File: config.mk
export PLATFORM = sky130hd
export DESIGN_NAME = jtframe_db9_scan
export DESIGN_NICKNAME = d
export VERILOG_FILES = /design/src/rtl/jtframe_db9_pkg.sv /design/src/rtl/jtframe_db9_deb.sv /design/src/rtl/jtframe_db9_scan.sv
export SDC_FILE = /design/constraint.sdc
export NUM_CORES = 1
export LEC_CHECK = 0
export CAP_MARGIN = 20
export CORE_ASPECT_RATIO = 1.75
export CORE_UTILIZATION = 23
export DETAILED_ROUTE_END_ITERATION = 12
export RECOVER_POWER = 100
export SYNTH_ARGS = -nofsm -noshare
export SYNTH_HDL_FRONTEND = slang
export SYNTH_HIERARCHICAL = 1
export SYNTH_SLANG_ARGS = --single-unit
File: constraint.sdc
create_clock -name clk -period 2.8 [get_ports clk]
set_input_delay 0.56 -clock clk [delete_from_list [all_inputs] [get_ports clk]]
set_output_delay 0.56 -clock clk [all_outputs]
set_load 0.01 [all_outputs]
File: src/rtl/jtframe_db9_pkg.sv
// jtframe_db9_pkg: shared types for the DB9 joystick scanner
// scan phases, jtframe button bit positions and pad type codes
package jtframe_db9_pkg;

    typedef enum logic [3:0] {
        ST_IDLE   = 4'd0,
        ST_PH0    = 4'd1,
        ST_PH1    = 4'd2,
        ST_PH2    = 4'd3,
        ST_PH3    = 4'd4,
        ST_PH4    = 4'd5,
        ST_PH5    = 4'd6,
        ST_PH6    = 4'd7,
        ST_PH7    = 4'd8,
        ST_COMMIT = 4'd9
    } phase_t;

    localparam int B_RIGHT = 0;
    localparam int B_LEFT  = 1;
    localparam int B_DOWN  = 2;
    localparam int B_UP    = 3;
    localparam int B_A     = 4;
    localparam int B_B     = 5;
    localparam int B_C     = 6;
    localparam int B_X     = 7;
    localparam int B_Y     = 8;
    localparam int B_Z     = 9;
    localparam int B_START = 10;
    localparam int B_MODE  = 11;

    localparam logic [1:0] PT_ATARI = 2'd0;
    localparam logic [1:0] PT_MD3   = 2'd1;
    localparam logic [1:0] PT_MD6   = 2'd2;

    function automatic phase_t next_phase(input phase_t p);
        return (p == ST_COMMIT) ? ST_IDLE : phase_t'(p + 4'd1);
    endfunction

    // PHk encodes as k+1, so bit 0 is high for even k
    // COMMIT keeps the PH7 level so the high time is IDLE+PH0 only
    function automatic logic sel_level(input phase_t p);
        logic [3:0] v;
        v = p;
        if (p == ST_IDLE)
            return 1'b1;
        else if (p == ST_COMMIT)
            return 1'b0;
        else
            return v[0];
    endfunction

endpackage

File: src/rtl/jtframe_db9_deb.sv
// jtframe_db9_deb: per-port scan debouncer
// commits a word/type only after DEB_SCANS identical scans
module jtframe_db9_deb
    import jtframe_db9_pkg::*;
#(
    parameter int DEB_SCANS  = 2,
    parameter int ACTIVE_LOW = 1
)(
    input  logic        clk,
    input  logic        rst,
    input  logic        commit,
    input  logic [11:0] word_in,
    input  logic [1:0]  type_in,
    output logic [11:0] word_out,
    output logic [1:0]  type_out
);

    localparam logic [2:0] NEED = 3'(DEB_SCANS);

    logic [13:0] cand;
    logic [13:0] stable;
    logic [13:0] in_w;
    logic [2:0]  hits;
    logic [2:0]  hits_nxt;

    assign in_w = {type_in, word_in};

    assign hits_nxt = (in_w != cand)   ? 3'd1 :
                      (hits == 3'd7)   ? 3'd7 :
                      hits + 3'd1;

    // track repeat count of the latest scan and promote it when stable
    always_ff @(posedge clk or posedge rst) begin
        if (rst) begin
            cand   <= '0;
            hits   <= '0;
            stable <= '0;
        end else if (commit) begin
            cand <= in_w;
            hits <= hits_nxt;
            if (hits_nxt >= NEED)
                stable <= in_w;
        end
    end

    assign word_out = (ACTIVE_LOW != 0) ? ~stable[11:0] : stable[11:0];
    assign type_out = stable[13:12];

endmodule

File: src/rtl/jtframe_db9_scan.sv
// jtframe_db9_scan: multi-port DB9 scanner with Mega Drive 3/6 support
// drives the shared select line, decodes and debounces each pad
module jtframe_db9_scan
    import jtframe_db9_pkg::*;
#(
    parameter int NPORTS     = 2,
    parameter int PHASE_CNT  = 480,
    parameter int IDLE_CNT   = 96000,
    parameter int DEB_SCANS  = 2,
    parameter int ACTIVE_LOW = 1
)(
    input  logic                 clk,
    input  logic                 rst,
    input  logic [NPORTS*6-1:0]  joy_in,
    output logic                 joy_sel,
    output logic [NPORTS*12-1:0] joy_out,
    output logic [NPORTS*2-1:0]  pad_type,
    output logic                 scan_done
);

    localparam int CNT_MAX = (IDLE_CNT > PHASE_CNT) ? IDLE_CNT : PHASE_CNT;
    localparam int CW      = $clog2(CNT_MAX);

    logic [1:0]          rst_sr;
    logic                rst_i;
    logic [NPORTS*6-1:0] s1;
    logic [NPORTS*6-1:0] s2;
    phase_t              st;
    logic [CW-1:0]       cnt;
    logic                last;

    // async assert, clocked release of the internal reset
    always_ff @(posedge clk or posedge rst) begin
        if (rst)
            rst_sr <= 2'b11;
        else
            rst_sr <= {rst_sr[0], 1'b0};
    end

    assign rst_i = rst_sr[1];

    // two-flop synchroniser for the raw pad pins
    always_ff @(posedge clk or posedge rst_i) begin
        if (rst_i) begin
            s1 <= '1;
            s2 <= '1;
        end else begin
            s1 <= joy_in;
            s2 <= s1;
        end
    end

    assign last = (st == ST_IDLE) ? (cnt == CW'(IDLE_CNT - 1)) :
                                    (cnt == CW'(PHASE_CNT - 1));

    // scan sequencer: idle, eight select phases, one commit cycle
    always_ff @(posedge clk or posedge rst_i) begin
        if (rst_i) begin
            st        <= ST_IDLE;
            cnt       <= '0;
            joy_sel   <= 1'b1;
            scan_done <= 1'b0;
        end else begin
            scan_done <= 1'b0;
            if (st == ST_COMMIT) begin
                st      <= ST_IDLE;
                cnt     <= '0;
                joy_sel <= sel_level(ST_IDLE);
            end else if (last) begin
                st        <= next_phase(st);
                cnt       <= '0;
                joy_sel   <= sel_level(next_phase(st));
                scan_done <= (st == ST_PH7);
            end else begin
                cnt <= cnt + CW'(1);
            end
        end
    end

    for (genvar p = 0; p < NPORTS; p++) begin : g_port
        logic [5:0]  pin;
        logic [11:0] ph0_w;
        logic [11:0] wd;
        logic [11:0] word;
        logic [1:0]  kind;
        logic        md;
        logic        six;
        logic        lr0;

        assign pin = ~s2[6*p +: 6];

        // directions and B/C as seen with select high
        always_comb begin
            ph0_w          = '0;
            ph0_w[B_UP]    = pin[0];
            ph0_w[B_DOWN]  = pin[1];
            ph0_w[B_LEFT]  = pin[2];
            ph0_w[B_RIGHT] = pin[3];
            ph0_w[B_B]     = pin[4];
            ph0_w[B_C]     = pin[5];
        end

        // capture each phase on its last cycle
        // a real pad cannot show left+right with select high,
        // so that excludes an all-directions Atari stick from MD-6
        always_ff @(posedge clk or posedge rst_i) begin
            if (rst_i) begin
                wd  <= '0;
                md  <= 1'b0;
                six <= 1'b0;
                lr0 <= 1'b0;
            end else if (last) begin
                case (st)
                    ST_PH0: begin
                        wd  <= ph0_w;
                        lr0 <= pin[2] & pin[3];
                        md  <= 1'b0;
                        six <= 1'b0;
                    end
                    ST_PH1: begin
                        wd[B_A]     <= pin[4];
                        wd[B_START] <= pin[5];
                        md          <= pin[2] & pin[3];
                    end
                    ST_PH5: begin
                        six <= md & (&pin[3:0]) & ~lr0;
                    end
                    ST_PH6: begin
                        if (six) begin
                            wd[B_Z]    <= pin[0];
                            wd[B_Y]    <= pin[1];
                            wd[B_X]    <= pin[2];
                            wd[B_MODE] <= pin[3];
                        end
                    end
                    default: ;
                endcase
            end
        end

        // classify the scan and mask buttons the pad cannot report
        always_comb begin
            word = wd;
            kind = PT_ATARI;
            if (!md) begin
                word[B_A]     = 1'b0;
                word[B_START] = 1'b0;
                word[B_X]     = 1'b0;
                word[B_Y]     = 1'b0;
                word[B_Z]     = 1'b0;
                word[B_MODE]  = 1'b0;
            end else if (!six) begin
                kind         = PT_MD3;
                word[B_X]    = 1'b0;
                word[B_Y]    = 1'b0;
                word[B_Z]    = 1'b0;
                word[B_MODE] = 1'b0;
            end else begin
                kind = PT_MD6;
            end
        end

        jtframe_db9_deb #(
            .DEB_SCANS  (DEB_SCANS),
            .ACTIVE_LOW (ACTIVE_LOW)
        ) u_deb (
            .clk      (clk),
            .rst      (rst_i),
            .commit   (scan_done),
            .word_in  (word),
            .type_in  (kind),
            .word_out (joy_out[12*p +: 12]),
            .type_out (pad_type[2*p +: 2])
        );
    end

endmodule
==> impl_metrics.env <==
export IMPL_drt_initial_drc_count=117
export IMPL_clkLatencyLatePin_ps=420
export IMPL_first_global_vias=4032
export IMPL_p_int_uw=3650
export IMPL_cap_violations=4
export IMPL_syn_inst=511
export IMPL_synth_area_top_cells="dfrtp_1 (46%), dfstp_2 (11%), mux2_2 (5.1%)"
export IMPL_synth_avg_cell_area_um2=12.1
export IMPL_fp_dieH_um=219
export IMPL_postCtsHoldBufs=0
export IMPL_min_period_ps=2440
export IMPL_clock_tree_root_cell="clkbuf_16"
export IMPL_io_buffers=43
export IMPL_synthAdderAreaFrac=0.00607
export IMPL_relSlewSlack=-0.237
export IMPL_fillerInstances=2707
export IMPL_syn_area_um2=6190
export IMPL_synthMuxAreaShare=0.119
export IMPL_clock_sinks=141
export IMPL_grt_usage=0.0977
export IMPL_clk_pin_slew_ps=60
export IMPL_startpoint_type="register"
export IMPL_yosysTopAreaCellShare=0.461
export IMPL_htree_levels=4
export IMPL_n_antenna_cell=0
export IMPL_critPathRequiredTime_ps=3090
export IMPL_swShare=0.194
export IMPL_synth_xor_area_frac=0.0637
export IMPL_p_per_area_nw_per_um2=601
export IMPL_violations="capacitance limit, slew limit"
export IMPL_ant_nets=0
export IMPL_ys_flop_type="dfrtp_1"
export IMPL_fin_crit_sh=0.872
export IMPL_finalNonFillerCells=903
export IMPL_coreArea_um2=26500
export IMPL_status="complete, but fails checks"
export IMPL_drc=0
export IMPL_worst_slew_pin_slew_ps=1860
export IMPL_row_count=79
export IMPL_vdd_drop_max_uv=413
export IMPL_rsz0062_at_grt="false"
export IMPL_worst_setup_path_type="reg2reg"
export IMPL_synth_top_family_by_area="simple AND/OR/NAND/NOR gates"
export IMPL_synth_distinct_cells=52
export IMPL_grt_max_degree=43
export IMPL_setup_violations=0
export IMPL_antenna_found_initial=0
export IMPL_final_hold_viol_count=0
export IMPL_grt_pass1_wl_um=20500
export IMPL_dr_pass1_iters=4
export IMPL_power_switching_uw=881
export IMPL_dp_hpwl_um=9100
export IMPL_async_reset_ff_frac=1.00
export IMPL_arrival_ps=2730
export IMPL_hold_path_class="reg2reg"
export IMPL_cp_max_fo=18
export IMPL_final_nets=583
export IMPL_ys_ff_latch=141
export IMPL_synth_seq_area_share=0.576
export IMPL_num_vias=3787
export IMPL_design_portCount=44
export IMPL_routedWlPerCell_um=13.6
export IMPL_synthesis_nets=528
export IMPL_comb_power_share=0.013
export IMPL_synthSimpleGateAreaFrac=0.121
export IMPL_clock_skew_ps=6.16
export IMPL_die_w_um=126
export IMPL_start_util=0.234
export IMPL_seqPwrFrac=0.461
export IMPL_yosys_area_top_type="dfrtp_1"
export IMPL_synth_compound_area_frac=0.0623
export IMPL_max_freq_mhz=410
export IMPL_yosysWarnings=6
export IMPL_routed_wl_um=12300
export IMPL_cts_setup_buffers=0
export IMPL_die_area_um2=27600
export IMPL_drive_gt1_frac=0.178
export IMPL_cts_resized=0
export IMPL_clk_path_buf_depth=2
export IMPL_mostFrequentLayoutCells="dfrtp_1 (114), inv_1 (50), dlygate4sd3_1 (43), nor2_1 (36), xor2_1 (31)"
export IMPL_area_delta_synth_final_pct=21.8
export IMPL_fin_tns_setup_ps=0
export IMPL_layout_commonest_cell="dfrtp_1"
export IMPL_cts_buffers=17
export IMPL_fin_util=0.285
export IMPL_power_leakage_uw=0.00337
export IMPL_synth_edf_count=0
export IMPL_clockPowerShare=0.527
export IMPL_crit_path_end_kind="register"
export IMPL_gr_total_overflow=0
export IMPL_drt_vias_per_instance=4.19
export IMPL_dp_cells=871
export IMPL_slew_violations=143
export IMPL_cts_tree="yes"
export IMPL_gp_congestion=0.799
[power by group through the flow]
stage | combinational, uW | sequential, uW | clock [uW]
final | 57.1 | 2090 | 2390
after floorplan | 30.3 | 2120 | 0
after CTS | 69.8 | 2090 | 2460
after global routing | 68.5 | 2090 | 2540
after detailed placement | 69.8 | 2120 | 0
after global placement | 69.6 | 2120 | 0
[per-layer routing]
metal	GRT usage	up-vias	wire, um
li1	-	1853	-
met1	0.0947	1851	4630
met2	0.180	53	6740
met3	0.0232	30	307
met4	0.0695	0	587
met5	0	-	0
[final cells by class]
| class | count | area (um2) | share of cell area |
|---|---|---|---|
| multi-input combinational | 298 | 2240 | 0.297 |
| sequential | 141 | 3560 | 0.473 |
| clock buffer | 23 | 478 | 0.0634 |
| timing repair buffer | 55 | 498 | 0.0661 |
| clock inverter | 9 | 158 | 0.0209 |
| tap | 324 | 405 | 0.0538 |
| inverter | 53 | 199 | 0.0264 |
[critical path, stage by stage, from the launching register on]
cell,delay [ps]
dfrtp_1,450
clkbuf_1,740
and4_1,390
nand4_1,150
clkbuf_1,220
mux2_1,350
[path summary, 6_finish.rpt]
kind / start / to / slack (ps) / cells past startpoint
worst min register to register: s1[7] / s2[7] / 350 / 0
min in group asynchronous: rst / rst_sr[0] / 620 / 2
worst max register to register: scan_done / g_port[1].u_deb/stable[6] / 360 / 5
max in group asynchronous: rst_sr[1] / g_port[0].wd[2] / 720 / 2
worst min-delay path: s1[7] / s2[7] / 350 / 0
worst max-delay path: scan_done / g_port[1].u_deb/stable[6] / 360 / 5
[logic make-up (layout without fill, tap and decap cells)]
kind of cell    count (synthesis)  in the layout
fa+ha+maj                       3              3
xor+xnor                       45             45
compound gates                 56             56
flops                         141            141
mux                            59             59
other cells                     1              1
buf+inv                        72            140
simple gates                  134            134
[flip-flops by register name, indices dropped and copies added, names as in the netlist]
signal / cells
s2: 12
s1: 12
g_port.md: 2
g_port.wd: 24
st: 4
rst_sr: 2
cnt: 17
g_port.u_deb/stable: 28
g_port.u_deb/cand: 28
g_port.lr0: 2
g_port.six: 2
joy_sel: 1
g_port.u_deb/hits: 6
scan_done: 1
[stage by stage]
step                      worst slack (ps)  instance area (um2)  power, uW  hold WS (ps)
after floorplan                        515                 6190       2150           345
after global placement                 475                 7010       2190           333
after detailed placement               416                 7010       2190           327
after CTS                              414                 7640       4620           330
after global routing                   153                 7540       4700           351
final                                  359                 7540       4530           348
[synthesized netlist by cell type, types with 4 or more instances]
cell	instances
xor2_1	31
or3_1	5
buf_4	4
nand2_1	28
and3_1	4
xnor2_1	14
mux2_2	28
o22ai_1	12
a21oi_1	6
o31ai_1	5
dfrtp_1	114
mux2_4	20
buf_2	8
nor2_1	36
nor4_1	7
nand3_1	5
mux2_1	8
dfstp_2	27
inv_1	51
nand4_1	8
nor3_1	18
o21ai_0	16
nor4_4	5
(Power assumes the default switching activity.)
